[src/rtl/db_sense_pkg.sv]
`default_nettype none
// ============================================================================
//  Module   : db_sense_pkg
//  Purpose  : Shared state encoding, debounce width and sizing helper for the
//             daughterboard sense scanner.
//  Revision : 1.0 - initial release
// ============================================================================
package db_sense_pkg;

    localparam int STATE_W = 3;

    localparam logic [STATE_W-1:0] ST_IDLE      = 3'd0;
    localparam logic [STATE_W-1:0] ST_PRECHARGE = 3'd1;
    localparam logic [STATE_W-1:0] ST_SETTLE    = 3'd2;
    localparam logic [STATE_W-1:0] ST_SAMPLE    = 3'd3;
    localparam logic [STATE_W-1:0] ST_UPDATE    = 3'd4;

    localparam int DB_CNT_W = 4;

    // Ceiling log2, never below 1 so a counter for a count of 1 still has a bit.
    function automatic int db_clog2(input int value);
        int r;
        r = 0;
        for (int i = 0; i < 32; i++) begin
            if ((1 << r) < value) begin
                r = r + 1;
            end
        end
        return (r < 1) ? 1 : r;
    endfunction

endpackage
`default_nettype wire

[src/rtl/db_sense_debounce.sv]
`default_nettype none
// ============================================================================
//  Module   : db_sense_debounce
//  Purpose  : One channel's disagreement counter, presence flag and flip pulse.
//  Revision : 1.0 - initial release
// ============================================================================
module db_sense_debounce
    import db_sense_pkg::*;
#(
    parameter int DEBOUNCE = 3
) (
    input  logic                clk,
    input  logic                rst,
    input  logic                step,
    input  logic                raw,
    output logic                present,
    output logic                flip,
    output logic [DB_CNT_W-1:0] cnt
);

    localparam logic [DB_CNT_W-1:0] CNT_LAST = DB_CNT_W'(DEBOUNCE - 1);

    always_ff @(posedge clk) begin
        if (rst) begin
            present <= 1'b0;
            flip    <= 1'b0;
            cnt     <= '0;
        end else begin
            flip <= 1'b0;
            if (step) begin
                if (raw != present) begin
                    if (cnt == CNT_LAST) begin
                        present <= ~present;
                        cnt     <= '0;
                        flip    <= 1'b1;
                    end else begin
                        cnt <= cnt + 1'b1;
                    end
                end else begin
                    cnt <= '0;
                end
            end
        end
    end

endmodule
`default_nettype wire

[src/rtl/db_sense_scanner.sv]
`default_nettype none
// ============================================================================
//  Module   : db_sense_scanner
//  Purpose  : Periodic float/settle/sample scanner with per-slot debounced
//             presence. Optional macro DB_SENSE_PRECHARGE_EN adds a drive-high
//             precharge phase before each float.
//  Revision : 1.0 - initial release
// ============================================================================
module db_sense_scanner
    import db_sense_pkg::*;
#(
    parameter int NUM_DB           = 4,
    parameter int SCAN_PERIOD      = 1024,
    parameter int SETTLE_CYCLES    = 16,
    parameter int DEBOUNCE         = 3,
    parameter int PRECHARGE_CYCLES = 4
) (
    input  logic              clk_i,
    input  logic              rst_i,
    input  logic              enable_i,
    input  logic              force_rescan_i,
    input  logic [NUM_DB-1:0] sense_i,
    output logic [NUM_DB-1:0] sense_o,
    output logic [NUM_DB-1:0] sense_oe,
    output logic [NUM_DB-1:0] present_o,
    output logic              change_o,
    output logic              scan_done_o
);

    localparam int PERIOD_W  = db_clog2(SCAN_PERIOD);
    localparam int PHASE_MAX = (SETTLE_CYCLES > PRECHARGE_CYCLES) ? SETTLE_CYCLES
                                                                   : PRECHARGE_CYCLES;
    localparam int PHASE_W   = db_clog2(PHASE_MAX);

    localparam logic [PERIOD_W-1:0] PERIOD_LAST = PERIOD_W'(SCAN_PERIOD - 1);
    localparam logic [PHASE_W-1:0]  SETTLE_LAST = PHASE_W'(SETTLE_CYCLES - 1);
`ifdef DB_SENSE_PRECHARGE_EN
    localparam logic [PHASE_W-1:0]  PRECHARGE_LAST = PHASE_W'(PRECHARGE_CYCLES - 1);
    localparam logic [STATE_W-1:0]  FIRST_SCAN_ST  = ST_PRECHARGE;
`else
    localparam logic [STATE_W-1:0]  FIRST_SCAN_ST  = ST_SETTLE;
`endif

    logic [STATE_W-1:0]  state;
    logic [STATE_W-1:0]  next_state;
    logic [PERIOD_W-1:0] period_cnt;
    logic [PHASE_W-1:0]  phase_cnt;
    logic [NUM_DB-1:0]   raw;
    logic [NUM_DB-1:0]   flip;
    logic                update_step;

    always_ff @(posedge clk_i) begin
        if (rst_i) begin
            state <= ST_IDLE;
        end else begin
            state <= next_state;
        end
    end

    // A forced rescan and period expiry share one exit, so coincidence is harmless.
    always_comb begin
        next_state = state;
        case (state)
            ST_IDLE: begin
                if (enable_i && (force_rescan_i || (period_cnt == PERIOD_LAST))) begin
                    next_state = FIRST_SCAN_ST;
                end
            end
`ifdef DB_SENSE_PRECHARGE_EN
            ST_PRECHARGE: begin
                if (phase_cnt == PRECHARGE_LAST) begin
                    next_state = ST_SETTLE;
                end
            end
`endif
            ST_SETTLE: begin
                if (phase_cnt == SETTLE_LAST) begin
                    next_state = ST_SAMPLE;
                end
            end
            ST_SAMPLE: next_state = ST_UPDATE;
            ST_UPDATE: next_state = ST_IDLE;
            default:   next_state = ST_IDLE;
        endcase
    end

    always_comb begin
        sense_oe = '0;
        sense_o  = '0;
`ifdef DB_SENSE_PRECHARGE_EN
        if (state == ST_PRECHARGE) begin
            sense_oe = '1;
            sense_o  = '1;
        end
`endif
    end

    // Counters restart whenever their state is left, so neither can wrap.
    always_ff @(posedge clk_i) begin
        if (rst_i) begin
            period_cnt  <= '0;
            phase_cnt   <= '0;
            raw         <= '0;
            scan_done_o <= 1'b0;
        end else begin
            if ((state == ST_IDLE) && (next_state == ST_IDLE) && enable_i) begin
                period_cnt <= period_cnt + 1'b1;
            end else begin
                period_cnt <= '0;
            end

            if ((next_state == state) &&
                ((state == ST_SETTLE) || (state == ST_PRECHARGE))) begin
                phase_cnt <= phase_cnt + 1'b1;
            end else begin
                phase_cnt <= '0;
            end

            if (state == ST_SAMPLE) begin
                raw <= ~sense_i;
            end

            scan_done_o <= (state == ST_UPDATE);
        end
    end

    assign update_step = (state == ST_UPDATE);

    generate
        for (genvar ch = 0; ch < NUM_DB; ch++) begin : g_chan
            db_sense_debounce #(
                .DEBOUNCE (DEBOUNCE)
            ) u_deb (
                .clk     (clk_i),
                .rst     (rst_i),
                .step    (update_step),
                .raw     (raw[ch]),
                .present (present_o[ch]),
                .flip    (flip[ch]),
                .cnt     ()
            );
        end
    endgenerate

    assign change_o = |flip;

endmodule
`default_nettype wire

[config.mk]
export PLATFORM = sky130hd
export DESIGN_NAME = db_sense_scanner
export DESIGN_NICKNAME = d
export VERILOG_FILES = /design/src/rtl/db_sense_pkg.sv /design/src/rtl/db_sense_debounce.sv /design/src/rtl/db_sense_scanner.sv
export SDC_FILE = /design/constraint.sdc
export NUM_CORES = 1
export LEC_CHECK = 0
export CAP_MARGIN = 20
export CORE_ASPECT_RATIO = 1.4
export CORE_MARGIN = 4
export CORE_UTILIZATION = 55
export CTS_CLUSTER_DIAMETER = 40
export DETAILED_ROUTE_END_ITERATION = 10
export PLACE_DENSITY = 0.85
export RECOVER_POWER = 50
export SLEW_MARGIN = 20
export SYNTH_ARGS = -nofsm -noshare
export SYNTH_HDL_FRONTEND = slang
export SYNTH_SLANG_ARGS = --single-unit
[constraint.sdc]
create_clock -name clk_i -period 3.8 [get_ports clk_i]
set_input_delay 0.76 -clock clk_i [delete_from_list [all_inputs] [get_ports clk_i]]
set_output_delay 0.76 -clock clk_i [all_outputs]
set_load 0.01 [all_outputs]
# Word level (Yosys, flattened, before mapping)
# Cells that the tools add are included.
[word_totals]
regBits = 46
latchBits = 0
mem_bits_ro = 0
ramBits = 0
word_cells = 84
memories = 0
[op_classes]
div_mod_pow = 0
n_bitwise = 12
n_lt_le_gt_ge = 0
shifts = 0
add_sub_neg = 6
n_eq_ne = 15
n_mul = 0
n_reduce_logical = 19
muxes = 15
[ops]
columns = ["cell", "count"]
rows = [
  ["$mux W4", 8],
  ["$add A4 B1 Y4 const B", 5],
  ["$eq A4 B2 Y1 const B", 4],
  ["$reduce_and A3 Y1", 4],
  ["$reduce_or A3 Y1", 4],
  ["$not A1 Y1", 11],
  ["$add A10 B1 Y10 const B", 1],
  ["$eq A10 B10 Y1 const B", 1],
  ["$pmux W3 S3", 1],
  ["$eq A3 B2 Y1 const B", 2],
  ["$logic_not A3 Y1", 2],
  ["$mux W3", 2],
  ["$eq A4 B4 Y1 const B", 1],
  ["$logic_and A1 B1 Y1", 4],
  ["$mux W1", 4],
  ["$ne A1 B1 Y1", 4],
  ["$not A4 Y4", 1],
  ["$reduce_or A2 Y1", 2],
  ["$reduce_or A4 Y1", 1],
  ["$eq A3 B1 Y1 const B", 1],
  ["$eq A3 B3 Y1", 1],
  ["$eq A3 B3 Y1 const B", 1],
  ["$logic_or A1 B1 Y1", 2],
]

# Depth between registers and ports, before layout
# Gate-level depths: netlist of the first run.
[logic_depth]
word_depth = 10
ltp_mapped = 6
mapped_depth_nobuf = 5

# By module
# Synthesis of the first run repeated with hierarchy kept, for this count alone.
[hier_totals]
hier_cells = 230
area_unflattened_um2 = 2098.3
[by_module_without_submodules]
columns = ["mod", "seq_area_each_um2", "cells_each", "instances", "area_each_um2"]
rows = [
  ["db_sense_debounce", 120.1, 32, 4, 289.0],
  ["db_sense_scanner", 440.4, 102, 1, 942.2],
]

# Least setup slack after synthesis of the first run
# OpenSTA, ideal clock, no wires.
[synth_timing]
path_type = "in2reg"
start = "input rst_i"
end = "register g_chan[0].u_deb.flip"
cell_stages = 3
arrival_time_ps = 1734
setup_slack_ps = 1986
required_time_ps = 3720
cell_sequence = "buf_2 -> or4b_2 -> nor3b_1"
[synth_between]
elab_chain_len = 1
[synth_lines]
columns = ["item", "line_no", "source"]
rows = [
  ["start: declaration", "db_sense_scanner.sv:19", "input logic rst_i,"],
  ["$reduce_or A3 Y1 (no line)", "-", ""],
  ["end signal: assignment", "db_sense_debounce.sv:26", "flip <= 1'b0;"],
  ["end signal: assignment", "db_sense_debounce.sv:29", "flip <= 1'b0;"],
  ["end signal: assignment", "db_sense_debounce.sv:35", "flip <= 1'b1;"],
  ["end: declaration", "db_sense_debounce.sv:17", "output logic flip,"],
]
# No other way between the ends.
# A chain may end at the register's enable or synchronous reset.

==> results of run 1 <==
==> worst reg2reg max path, cell delays in order (launching register included) <==
cell and delay [ns]:
dfxtp_1 0.36, or3b_1 0.74, or4_1 0.53, o32ai_1 0.12
==> worst paths after layout <==
kind / from / endpoint / slack, ns / cells after the start
setup / recovery: rst_i / g_chan[1].u_deb.cnt[3]$_SDFFE_PP0P_ / 1.33 / 4
hold / removal: phase_cnt[0]$_SDFF_PP0_ / phase_cnt[0]$_SDFF_PP0_ / 0.49 / 1
setup reg to reg: state[1]$_SDFF_PP0_ / g_chan[3].u_deb.cnt[2]$_SDFFE_PP0P_ / 1.98 / 3
hold reg to reg: phase_cnt[0]$_SDFF_PP0_ / phase_cnt[0]$_SDFF_PP0_ / 0.49 / 1
==> cell usage after synthesis <==
cell type  count  area [um2]
a32o_1         1        10.0
o211ai_1       3        22.5
or4_1          4        30.0
buf_2          5        25.0
buf_4         12        90.1
a211oi_1       6        45.0
or3b_1         2        17.5
nand4_1        8        50.1
nor2_1        10        37.5
and3b_1        1        8.76
nor3b_1        8        60.1
o32ai_1        2        17.5
nand2b_1       2        12.5
conb_1         1        3.75
nand2_1       15        56.3
xor2_1         6        52.6
or3_1         12        75.1
nor3_1         5        25.0
dfxtp_1       46         921
or3b_2         3        26.3
inv_1         17        63.8
nand3b_1       3        22.5
nand4b_1       8        70.1
nand3_1       13        65.1
nor4b_1        1        8.76
ha_1          10         125
o31ai_1        2        15.0
nor2b_1        2        12.5
a21oi_1       23         115
o21ai_0       12        60.1
xnor2_1        3        26.3
clkbuf_1       7        26.3
or4b_2         1        10.0
==> cells in the final DEF (no fill, tap or decap), drive strengths merged, types with 4 or more instances in the layout <==
cell type      Yosys  final
dfxtp             46     46
a21oi             23     23
inv               17     17
nand2             15     15
nand3             13     13
o21ai             12     12
or3               12     12
nor2              10     10
ha                10     10
nor3b              8      8
nand4b             8      8
nand4              8      8
conb               1      8
clkbuf             7      8
clkdlybuf4s50      0      7
xor2               6      6
a211oi             6      6
dlygate4sd3        0      6
nor3               5      5
or3b               5      5
or4                4      4
==> state kept, by name, indices dropped and copies added (netlist names) <==
signal                cells
g_chan.u_deb.present      4
raw                       4
scan_done_o               1
g_chan.u_deb.flip         4
g_chan.u_deb.cnt         16
state                     3
period_cnt               10
phase_cnt                 4
==> power groups by stage <==
stage / logic (mW) / clock network [mW] / registers, mW
after floorplan: 0.0197 / 0 / 0.496
after global placement: 0.0230 / 0 / 0.497
after detailed placement: 0.0235 / 0 / 0.497
after CTS: 0.0237 / 0.283 / 0.485
after global routing: 0.0258 / 0.300 / 0.486
final: 0.0232 / 0.274 / 0.486
==> layout make-up <==
class                      count  area, um2  area share, %
timing repair buffer          15        141           5.98
sequential                    46        921           39.0
clock buffer                   7       76.3           3.23
tap                           43       53.8           2.28
multi-input combinational    174       1110           46.9
inverter                      17       63.8           2.70
==> cells by family (layout without fill, tap and decap cells) <==
group,Yosys count,after routing,share of synthesized area [%]
and+or+nand+nor,98,98,26.6
AOI/OAI and AO/OA,49,49,12.9
DFF,46,46,41.7
buffers and inverters,41,39,9.30
adders and majority gates,10,10,5.67
xor gates and xnor gates,9,9,3.57
other,1,8,0.170
==> routing by layer <==
layer | track usage, % | up-vias | share of wire, % | wire length [um]
li1 | - | 888 | - | -
met1 | 20.5 | 824 | 45 | 1720
met2 | 25.8 | 22 | 49 | 1880
met3 | 4.67 | 8 | 4.1 | 157
met4 | 8.11 | 0 | 2.0 | 76
met5 | 0 | - | 0 | 0
==> reports/results.txt, run 1 <==
In this run the power spent charging and discharging nets is 0.164 mW. The largest voltage drop on the vdd net is 267 uV, and the worst-case headroom to the max-slew limit is 46.4%. The count of clock tree sinks was 46; the part of the cycle the worst path needs was 65.0%. Number of standard cells in the final layout excluding fillers: 302. The worst path setup slack after routing was 1.33 ns. The H-tree was split into 2 levels. The proportion of synthesized chip area in sequential cells is 41.7%. The mean area per synthesized cell works out to 8.69 um2. The share of total power dissipated in the clock network is 35.0%.

Total power for the finished layout comes to 0.783 mW. The worst setup path is launched from an input pin. For the area of all placed cells without fillers, the log shows 0.00236 mm2. The tools report the placement row count as 27. The synthesis-to-finish area growth is 7.09%. After clock tree synthesis, the clock-pin slew on the worst setup and hold paths is 0.08 ns. The worst slack at placement is 1.04 ns. The tools report the initial antenna violation count as 0. The first global-routing pass estimated 6710 um of wire.

The sum of negative setup slack is 0 ns, and the overall track demand over capacity in global routing is 16.7%. The worst clock skew on the final layout was 0.00810 ns; the number of port buffers was 13. Traced cell by cell, the critical path runs through dlygate4sd3_1 -> clkbuf_1 -> nand4b_1 -> o211ai_1. The netlist area before placement is 0.00221 mm2. Kind of cell adding the most delay to the critical path: buffers and inverters. During I/O placement, the number of pins put on the boundary was 22. The count of endpoints failing hold in the final timing report was 0; the fill cell instance count of the final layout was 352. The longest clock path from root to sink contains 2 buffers.

The routability congestion estimate was 0.809. STA classifies the critical path endpoint as a flop. For this run, design rule violations remaining after detail routing come to 0. The number of nets in the final layout is 277, and the floorplan die height is 83.0 um. The power density over the cells was 331 mW/mm2; the violation count after the first detailed-route iteration was 129. The cell sitting at the root of the clock tree is a clkbuf_8.

Of the cells placed in the final design, the portion with a size suffix greater than 1 is 3.86%. After detailed placement, the total cell area comes to 0.00229 mm2. The setup violation total in the final timing report was 0; the routed wirelength normalized by instance count was 12.7 um.

The number of buffers added to fix hold violations after cts was 0; the area of the die was 0.00511 mm2. Setup repair after global routing left no endpoint under its margin. The clock latency reported for the late side of the worst-skew pair was 0.30 ns.

The number of maximum-capacitance constraint violations came out at 0. Of all nets on the critical path, the largest fanout is 23. For this run, the slowest stage of the critical path takes 1.03 ns.

The via-per-instance ratio came out at 5.77. Yosys printed 0 warnings. The detailed router placed 1,742 vias in this run. TritonCTS built the clock tree. The post-CTS setup-driven buffer insertion count was 0. The data required time at the worst endpoint came out at 3.98 ns. The flip-flop and latch count after synthesis was 46; the total overflow reported by the global router was 0. 0 antenna diodes ended up in the layout. For the part of the total power dissipated in combinational logic, the log shows 3.0%. For this design the static power due to leakage is 0.788 nW.

The pin slew with the least headroom to its limit is 0.804 ns. Entering global routing, the biggest net connects 26 pins. Of the total power, the share spent switching nets is 20.9%. The slowest library cell on the worst path was dlygate4sd3_1. Together, buffers and inverters on the worst path number 2. The run finished with clean final reports. For the number of buffers added by the clock tree synthesis step, the log shows 5. The sequential fraction of design power was 62.0%; the max-slew violation total from the final report was 0. The count of mapped cells out of synthesis came out at 254.

The internal portion of the total power is 0.619 mW. Wires add up to 3830 um. The core region is 0.00392 mm2. Cells fill 60.3% of the core in the end. For this configuration, the core starts out at a cell density of 56.3%. After clock tree synthesis, the repair step resized 0 gates. For the detailed-router iteration count before antenna repair, the log shows 4. The HPWL after detailed placement is 2660 um. Classification of the worst setup path: input pin to flop.

On the final layout, the worst hold slack is 0.493 ns. Via count of the first global-routing pass: 1,606. The data arrival time of the worst path is 2.65 ns.

The run gives 405 MHz as the maximum clock frequency. The path class of the tightest hold or removal check is flop to flop. Horizontal die dimension: 61.5 um. In this run the remaining antenna-violating nets after routing total 0. Minimum clock period: 2.47 ns.

Once placement completed, the tool counted placed cells totaling 295. The synthesized netlist contains 33 unique library cells.
No activity file was read; power rests on OpenSTA's default activity.
==> run 2, diff against run 1 <==
==> constraint.sdc (replaced) <==
create_clock -name clk_i -period 2.6 [get_ports clk_i]
set_input_delay 0.52 -clock clk_i [delete_from_list [all_inputs] [get_ports clk_i]]
set_output_delay 0.52 -clock clk_i [all_outputs]
set_load 0.01 [all_outputs]
==> reports/results.txt, run 2 (same netlist as run 1, synthesis figures left out) <==
The number of buffers added by the clock tree synthesis step is 5 (unchanged), and the horizontal die dimension is 61.5 um (unchanged). The tools report the critical path startpoint category as an input pin (unchanged). The run gives 2.43 ns (was 2.65 ns) as the data arrival time of the worst path. The synthesis-to-finish area growth came out at 8.11% (was 7.09%).

The tools report the final hold slack as 0.488 ns (was 0.493 ns). The placement row count was 27 (unchanged); the maximum number of pins on one net before global-route repair was 26 (unchanged). The run gives 443 MHz as the maximum clock frequency. The run gives 49.9% (was 46.4%) as the worst-case headroom to the max-slew limit. The largest incremental delay on the critical path works out to 0.80 ns (was 1.03 ns). The number of antenna-violating nets in the routed design is 0 (unchanged), and the clock-pin transition on the worst setup and hold timing paths is 0.08 ns (about the same). Area of the die: 0.00511 mm2 (unchanged). The maximum net fanout on the critical path is 18 (was 23), and the area of the core is 0.00392 mm2 (unchanged).

The via-per-instance ratio was 5.74 (was 5.77). The run gives 0.29 ns (was 0.30 ns) as the clock latency reported for the late side of the worst-skew pair. The share of cells above drive strength 1 is 4.98% (was 3.86%), and the worst-case register-to-register setup slack is 0.80 ns (was 1.98 ns).

The tools report the total overflow reported by the global router as 0 (unchanged). The number of port buffers works out to 13 (unchanged). The violation count after the first detailed-route iteration came out at 138 (was 129).

Setup repair after global routing left no endpoint under its margin. The flip-flop count of the largest register after layout was 16 (unchanged); the worst clock skew on the final layout was 0.00795 ns (was 0.00810 ns). Worst hold-check path type: flop to flop (unchanged). Commonest cells after routing, fill and taps aside: dfxtp_1 (46), a21oi_1 (23), inv_1 (17) (unchanged). The number of cells on the worst hold path works out to 2 (was 1).

The master cell of the clock root buffer was clkbuf_8 (unchanged). The logs give 278 (was 277) for the number of nets in the final layout and 2 (unchanged) for the depth of the CTS H-tree. The fill cell instance count of the final layout came out at 334 (was 352). The flow ran to the end, and the final reports show no timing, DRC or antenna violations. The floorplan die height was 83.0 um (unchanged). The max-slew violation total from the final report is 0 (unchanged), and the largest voltage drop on the vdd net is 475 uV (was 267 uV).

The minimum clock period is 2.26 ns, and the deepest clock path buffer count is 2 (unchanged). Post-DP HPWL: 2830 um (was 2660 um). The tools report the worst path setup slack after routing as 0.343 ns (was 1.33 ns).

Top flop regs: g_chan.u_deb.cnt: 16 flops, period_cnt: 10 flops (unchanged). Number of maximum-capacitance constraint violations: 0 (unchanged). The commonest non-fill, non-tap cell in the layout was dfxtp_1 (unchanged).

The data required time at the worst endpoint is 2.78 ns (was 3.98 ns). Via count of the first global-routing pass: 1,571 (was 1,606). The post-layout utilization of the core was 60.9% (was 60.3%). The pin slew with the least headroom to its limit is 0.752 ns (was 0.804 ns), and the routed wire length is 4000 um (was 3830 um). TritonCTS built the clock tree.

The run gives 0 (unchanged) as the initial antenna violation count. For the leakage power, the log shows 0.799 nW (was 0.788 nW). The count of endpoints failing hold in the final timing report is 0 (unchanged).

The depth of the most critical reg-to-reg path is 3 (unchanged), and the remaining routing DRC violations is 0 (unchanged). Number of resized instances in the post-cts repair step: 0 (unchanged). The tools report the terminus of the critical flop-to-flop path as g_chan[3].u_deb.cnt[2]$_SDFFE_PP0P_ (unchanged). The run gives 0 (unchanged) as the setup violation total in the final timing report. The number of buffers added to fix hold violations after cts came out at 0 (unchanged). The routability congestion estimate is 0.819 (was 0.809).

The overall track demand over capacity in global routing came out at 16.7% (about the same). Startpoint of the worst hold path: g_chan[3].u_deb.cnt[3]$_SDFFE_PP0P_ (was phase_cnt[0]$_SDFF_PP0_). The worst slack at placement was 0.328 ns (was 1.04 ns); the starting density of the core was 56.3% (unchanged). Register with the most flip-flops: g_chan.u_deb.cnt (unchanged). Via total after detailed routing: 1,745 (was 1,742).

The post-CTS setup-driven buffer insertion count came out at 0 (unchanged). The top-level I/O count came out at 22 (unchanged). The endpoint type of the worst setup path was a flop (unchanged).

The power density over the cells was 496 mW/mm2 (was 331 mW/mm2). The sum of negative setup slack came out at 0 ns (unchanged). The classification of the worst setup path was input pin to flop (unchanged). The worst hold path endpoint is g_chan[3].u_deb.cnt[3]$_SDFFE_PP0P_ (was phase_cnt[0]$_SDFF_PP0_). The count of clock tree sinks is 46 (unchanged). The run gives 6790 um (was 6710 um) as the wire length of the first global-routing pass. The routed wirelength normalized by instance count is 13.2 um (was 12.7 um), and the part of the cycle the worst path needs is 86.8%. The startpoint of the worst register-to-register path was state[1]$_SDFF_PP0_ (unchanged).

Cell-by-cell trace of the critical path: dlygate4sd3_1 -> clkbuf_1 -> buf_4 -> nor3b_1 -> nand4_1 -> o21ai_0 (was dlygate4sd3_1 -> clkbuf_1 -> nand4b_1 -> o211ai_1). Slowest library cell on the worst path: dlygate4sd3_1 (unchanged). The detailed-router iteration count before antenna repair came out at 4 (unchanged).

The run gives 0 (unchanged) as the number of antenna diodes.
run 2: changes by cell type in the layout (fill, tap and decap cells not counted), sizes merged:
cell,before,now
buf,1,2
clkdlybuf4s50,7,8
clkinv,0,1
dlygate4sd3,6,5
run 2: area by class of cell:
| cell class | count | area (um2) | share of cell area (%) |
|---|---|---|---|
| Timing Repair Buffer | 16 | 149 | 6.24 |
| Clock buffer | 7 | 86.3 | 3.62 |
| Inverter | 17 | 63.8 | 2.67 |
| Tap cell | 43 | 53.8 | 2.25 |
| Clock inverter | 1 | 5.00 | 0.210 |
| Sequential cell | 46 | 921 | 38.6 |
| Multi-Input combinational cell | 174 | 1110 | 46.4 |
run 2: power breakdown:
part	internal (mW)	switching [mW]
clock network	0.215	0.225
registers	0.706	0.00319
logic	0.0145	0.0202
run 2: through the flow:
step	instances	cell area [um2]	total power, mW
floorplan	261	2230	0.754
global placement	296	2300	0.761
detailed placement	296	2300	0.762
CTS	304	2390	1.20
global route	304	2390	1.24
finish	304	2390	1.18
run 2: worst max path at each step:
stage                               startpoint                                   to  cells past startpoint
6_report                                 rst_i  g_chan[1].u_deb.cnt[2]$_SDFFE_PP0P_                      6
5_1_grt                                  rst_i  g_chan[1].u_deb.cnt[3]$_SDFFE_PP0P_                      5
4_1_cts        g_chan[1].u_deb.flip$_SDFF_PP0_                             change_o                      2
3_5_place_dp                             rst_i             period_cnt[7]$_SDFF_PP0_                      4
3_3_place_gp                             rst_i             period_cnt[5]$_SDFF_PP0_                      4
2_1_floorplan                            rst_i      g_chan[0].u_deb.flip$_SDFF_PP0_                      3
run 2: metal layers:
layer	up-vias	track usage [%]	wire length (um)
li1	893	-	-
met1	825	20.2	1770
met2	22	27.7	2030
met3	5	4.82	160
met4	0	5.02	52
met5	-	0	0
run 2: critical path: cells and delay by family:
kind,cells,cell delay (ns)
AOI/OAI and AO/OA,1,0.08
and+or+nand+nor,2,0.14
buffers and inverters,3,1.70
